**config.mk**
```make
export PLATFORM = sky130hd
export DESIGN_NAME = display_contador_mux
export DESIGN_NICKNAME = d
export VERILOG_FILES = /design/src/rtl/display_contador_mux.sv
export SDC_FILE = /design/constraint.sdc
export NUM_CORES = 1
export LEC_CHECK = 0
export CAP_MARGIN = 20
export CORE_MARGIN = 4
export CORE_UTILIZATION = 45
export DETAILED_ROUTE_END_ITERATION = 8
export PLACE_DENSITY = 0.67
export SYNTH_ARGS = -nofsm -noshare
export SYNTH_HDL_FRONTEND = slang
export SYNTH_SLANG_ARGS = --single-unit
```
**constraint.sdc**
```tcl
create_clock -name clk -period 4.5 [get_ports clk]
set_input_delay 0.45 -clock clk [delete_from_list [all_inputs] [get_ports clk]]
set_output_delay 0.45 -clock clk [all_outputs]
set_load 0.005 [all_outputs]
```
**src/rtl/display_contador_mux.sv**
```systemverilog
// Purpose: BCD/hex up-counter with a time-multiplexed, active-low 7-segment scan output.
// Latency: valor/desborde one edge after inc/clr; segmentos/anodos one edge after index/valor.
// Backpressure: none; inc is sampled every cycle and the scan free-runs.
module display_contador_mux #(
    parameter int DIGITOS      = 4,
    parameter int DIV_REFRESCO = 50000,
    parameter int MODO_HEX     = 0
) (
    input  logic                   clk,
    input  logic                   rst_n,
    input  logic                   inc,
    input  logic                   clr,
    input  logic                   blank_ceros,
    output logic [4*DIGITOS-1:0]   valor,
    output logic                   desborde,
    output logic [6:0]             segmentos,
    output logic [DIGITOS-1:0]     anodos
);

    localparam int PW = (DIV_REFRESCO > 2) ? $clog2(DIV_REFRESCO) : 1;
    localparam int IW = (DIGITOS > 1) ? $clog2(DIGITOS) : 1;
    localparam logic [6:0] SEG_BLANK = 7'b1111111;

    logic [PW-1:0]          pre;
    logic [IW-1:0]          idx;
    logic [4*DIGITOS-1:0]   valor_inc;
    logic                   wrap;
    logic [3:0]             nib;
    logic                   blank_sel;
    logic [DIGITOS:0]       zero_from;
    logic [6:0]             seg_nxt;
    logic [DIGITOS-1:0]     an_nxt;

    // Incremented counter value and wrap flag, BCD ripple or plain binary.
    always_comb begin
        logic                 carry;
        logic [3:0]           d;
        logic [4*DIGITOS:0]   sum;
        valor_inc = '0;
        wrap      = 1'b0;
        carry     = 1'b1;
        d         = '0;
        sum       = '0;
        if (MODO_HEX != 0) begin
            sum       = {1'b0, valor} + {{(4*DIGITOS){1'b0}}, 1'b1};
            valor_inc = sum[4*DIGITOS-1:0];
            wrap      = sum[4*DIGITOS];
        end else begin
            for (int i = 0; i < DIGITOS; i++) begin
                d = valor[4*i +: 4];
                if (carry) begin
                    if (d >= 4'd9) begin
                        valor_inc[4*i +: 4] = 4'd0;
                    end else begin
                        valor_inc[4*i +: 4] = d + 4'd1;
                        carry = 1'b0;
                    end
                end else begin
                    valor_inc[4*i +: 4] = d;
                end
            end
            wrap = carry;
        end
    end

    // Counter register: clear wins over increment; desborde flags only a real wrap.
    always_ff @(posedge clk or negedge rst_n) begin
        if (!rst_n) begin
            valor    <= '0;
            desborde <= 1'b0;
        end else if (clr) begin
            valor    <= '0;
            desborde <= 1'b0;
        end else if (inc) begin
            valor    <= valor_inc;
            desborde <= wrap;
        end else begin
            desborde <= 1'b0;
        end
    end

    // Refresh prescaler and digit index; index steps on the prescaler terminal count.
    always_ff @(posedge clk or negedge rst_n) begin
        if (!rst_n) begin
            pre <= '0;
            idx <= '0;
        end else if (pre == PW'(DIV_REFRESCO - 1)) begin
            pre <= '0;
            if (idx == IW'(DIGITOS - 1)) begin
                idx <= '0;
            end else begin
                idx <= idx + 1'b1;
            end
        end else begin
            pre <= pre + 1'b1;
        end
    end

    // Select the current nibble, its anode pattern and whether it is a leading zero.
    always_comb begin
        nib       = '0;
        blank_sel = 1'b0;
        an_nxt    = '1;
        zero_from = '0;
        zero_from[DIGITOS] = 1'b1;
        for (int i = DIGITOS - 1; i >= 0; i--) begin
            zero_from[i] = zero_from[i+1] && (valor[4*i +: 4] == 4'd0);
        end
        for (int i = 0; i < DIGITOS; i++) begin
            if (idx == IW'(i)) begin
                nib       = valor[4*i +: 4];
                an_nxt[i] = 1'b0;
                if (i > 0 && blank_ceros && zero_from[i]) begin
                    blank_sel = 1'b1;
                end
            end
        end
    end

    // Glyph decode to active-low segments (bit0 = a ... bit6 = g).
    always_comb begin
        seg_nxt = SEG_BLANK;
        case (nib)
            4'h0: seg_nxt = 7'b1000000;
            4'h1: seg_nxt = 7'b1111001;
            4'h2: seg_nxt = 7'b0100100;
            4'h3: seg_nxt = 7'b0110000;
            4'h4: seg_nxt = 7'b0011001;
            4'h5: seg_nxt = 7'b0010010;
            4'h6: seg_nxt = 7'b0000010;
            4'h7: seg_nxt = 7'b1111000;
            4'h8: seg_nxt = 7'b0000000;
            4'h9: seg_nxt = 7'b0011000;
            4'hA: seg_nxt = (MODO_HEX != 0) ? 7'b0001000 : SEG_BLANK;
            4'hB: seg_nxt = (MODO_HEX != 0) ? 7'b0000011 : SEG_BLANK;
            4'hC: seg_nxt = (MODO_HEX != 0) ? 7'b1000110 : SEG_BLANK;
            4'hD: seg_nxt = (MODO_HEX != 0) ? 7'b0100001 : SEG_BLANK;
            4'hE: seg_nxt = (MODO_HEX != 0) ? 7'b0000110 : SEG_BLANK;
            4'hF: seg_nxt = (MODO_HEX != 0) ? 7'b0001110 : SEG_BLANK;
            default: seg_nxt = SEG_BLANK;
        endcase
        if (blank_sel) begin
            seg_nxt = SEG_BLANK;
        end
    end

    // Display outputs registered together so anodos and segmentos always match.
    always_ff @(posedge clk or negedge rst_n) begin
        if (!rst_n) begin
            anodos    <= '1;
            segmentos <= SEG_BLANK;
        end else begin
            anodos    <= an_nxt;
            segmentos <= seg_nxt;
        end
    end

endmodule

```
==> results.ini <==
[cts]
cts_tree = done
clock_latency_ns = 0.29
cts_root_buf = clkbuf_8
clock_sinks = 46
ctsResizeCount = 0
cts_made_buffers = 5
post_cts_buffers = 0
holdBufCountCts = 0
clk_transition_reported_paths_ns = 0.09
cts_max_level = 2
ctsLongestPathBuffers = 2

[grt]
antenna_found_initial = 0
grt_max_degree = 47
grt_pass1_vias = 1927
grtUsageTotal = 0.1523
grt_overflow = 0
grt_pass1_wl_um = 8970

[power]
p_leak_nw = 1.344
p_per_area_nw_per_um2 = 265.0
ir_drop_mv = 0.1332

[critical_path]
path_class = reg -> reg
crit_arrival_ns = 2.78
path_max_fanout = 9
r2r_start = idx[1]
cp-start-kind = flip-flop
crit_path_start = idx[1]
cp-end-kind = flip-flop
cp.required_ns = 4.72

[die]
start_util = 0.4678
die_w_um = 84.12
die_height_um = 84.12
core-area_um2 = 5574
rows = 27
dieArea_um2 = 7076
boundaryPins = 33

[detailed_routing]
vias = 1960
wirelength_um = 5033
avgRoutedWirePerCell_um = 13.71
drt_iter0_markers = 100
ant_nets = 0
vias_per_cell = 5.341
firstDrtPassIters = 4
drc_errors = 0

[cells_and_area]
area_growth_pct = 18.71
antenna_cells = 0
nNetsFinal = 324
postLayoutCellArea_um2 = 3095
n_fill_cell = 519
seq_area_um2 = 1165
fin_cells = 367
final_layout_size_suffix_gt1_frac = 0.1119
multi_input_area_um2 = 1324

[logic_synthesis]
avgSynthCellArea_um2 = 10.03
ys_seq_area_frac = 0.4467
synth_ff_type = dfrtp_1
synth_cells = 260
syn_area_um2 = 2608
synth_top_area_frac = 0.3359
yosysWarnings = 0
synth_top_cell_by_area = dfrtp_1
ys_types = 46
synthArstFlopShare = 1.000
synth-seq-cells = 46
syn_nets = 290
synth-edff-count = 0
synth_area_leaders = dfrtp_1 (34%), ha_1 (12%), dfstp_2 (11%)

[placement]
hpwlAfterDp_um = 3700
portBuffers = 32
place_area_um2 = 2980
place_congestion = 0.8104
place_inst = 358
dp_slack_ns = 1.957

[sta]
maxSlewHeadroom = 0.4796
slew_violations = 0
whs_ns = 0.1018
final.period_utilization = 0.5689
hold_viol = 0
fmax_mhz = 390.6
setup-tns-final_ns = 0
finClkSkew_ns = 0.003991
layout_min_cycle_time_ns = 2.560
rsz0062_at_grt = false
tightest_slew_ns = 0.7721
setup_viol = 0
fin_ws_ns = 1.940

[min_path]
hold_class = in -> async

[status]
status = complete, no violations

[job]
cap_violations = 0

metrics by stage:
step | total power, mW | utilization
after global routing | 0.8660 | 0.5553
after detailed placement | 0.5644 | 0.5347
final | 0.8202 | 0.5553
after floorplan | 0.5080 | -
after CTS | 0.8305 | 0.5517
after global placement | 0.5637 | 0.5347
registers in the layout, summed over array words and instances (netlist names):
name       flops
segmentos      7
desborde       1
valor         16
pre           16
anodos         4
idx            2
critical path: stages, from the launching register on:
cell and delay, ns:
dfrtp_1 0.42, inv_1 0.12, ha_1 0.32, a211oi_1 0.12, a211oi_1 0.61, inv_1 0.25, ha_1 0.37, nor2b_1 0.13
o21ai_0 0.15
logic make-up (layout without fill, tap and decap cells):
family          Yosys count  in the layout  synth area share
flops                    46             46            0.4467
fa+ha+maj                25             25            0.1200
buf+inv                  29             64           0.04558
simple gates             93             93            0.1871
mux                       6              6           0.02351
compound gates           46             46            0.1267
xor+xnor                 15             15           0.05039
layout make-up:
class,count,share of cell area
Clock buffer,6,0.02668
Multi-Input combinational cell,185,0.4276
Tap cell,72,0.02910
Inverter,23,0.02789
Timing Repair Buffer,33,0.1083
Clock inverter,2,0.004042
Sequential cell,46,0.3763
where the power goes:
group	total [mW]	switching [mW]	internal, mW
Sequential	0.445	0.0153	0.430
Combinational	0.112	0.0562	0.0561
Clock	0.263	0.139	0.124
final timing paths:
kind,depth (start not counted),to,slack [ns]
max,8,segmentos[1],1.94
min,1,valor[4],0.10
max reg2reg,8,segmentos[1],1.94
min reg2reg,1,pre[0],0.49
max in group asynchronous,2,segmentos[0],3.82
min in group clk,1,pre[0],0.49
synth_stat cells, types with 7 or more instances:
| library cell | n |
|---|---|
| xor2_1 | 8 |
| nand2_1 | 16 |
| nand3_1 | 16 |
| o21ai_0 | 12 |
| ha_1 | 25 |
| dfrtp_1 | 35 |
| inv_1 | 23 |
| dfstp_2 | 11 |
| xnor2_1 | 7 |
| nor2_1 | 25 |
| a21oi_1 | 8 |
per-layer routing:
| metal | part of all wire | GRT usage |
|---|---|---|
| met4 | 0.012 | 0.03509 |
| met1 | 0.46 | 0.2055 |
| met2 | 0.49 | 0.2518 |
| met3 | 0.041 | 0.03159 |
| met5 | 0 | 0 |
cells in the final DEF, fill, tap and decap left out, drive strengths merged, types with 5 or more instances in the layout:
cell type | netlist | final
dfstp | 11 | 11
nor3 | 7 | 7
nand2 | 16 | 16
o21ai | 14 | 14
dfrtp | 35 | 35
nor2 | 25 | 25
clkbuf | 3 | 6
ha | 25 | 25
clkdlybuf4s50 | 0 | 31
xor2 | 8 | 8
nand3 | 16 | 16
xnor2 | 7 | 7
mux2i | 5 | 5
inv | 23 | 23
o22a | 6 | 6
a21oi | 8 | 8
nor2b | 5 | 5
No activity file was read; power rests on OpenSTA's default activity.
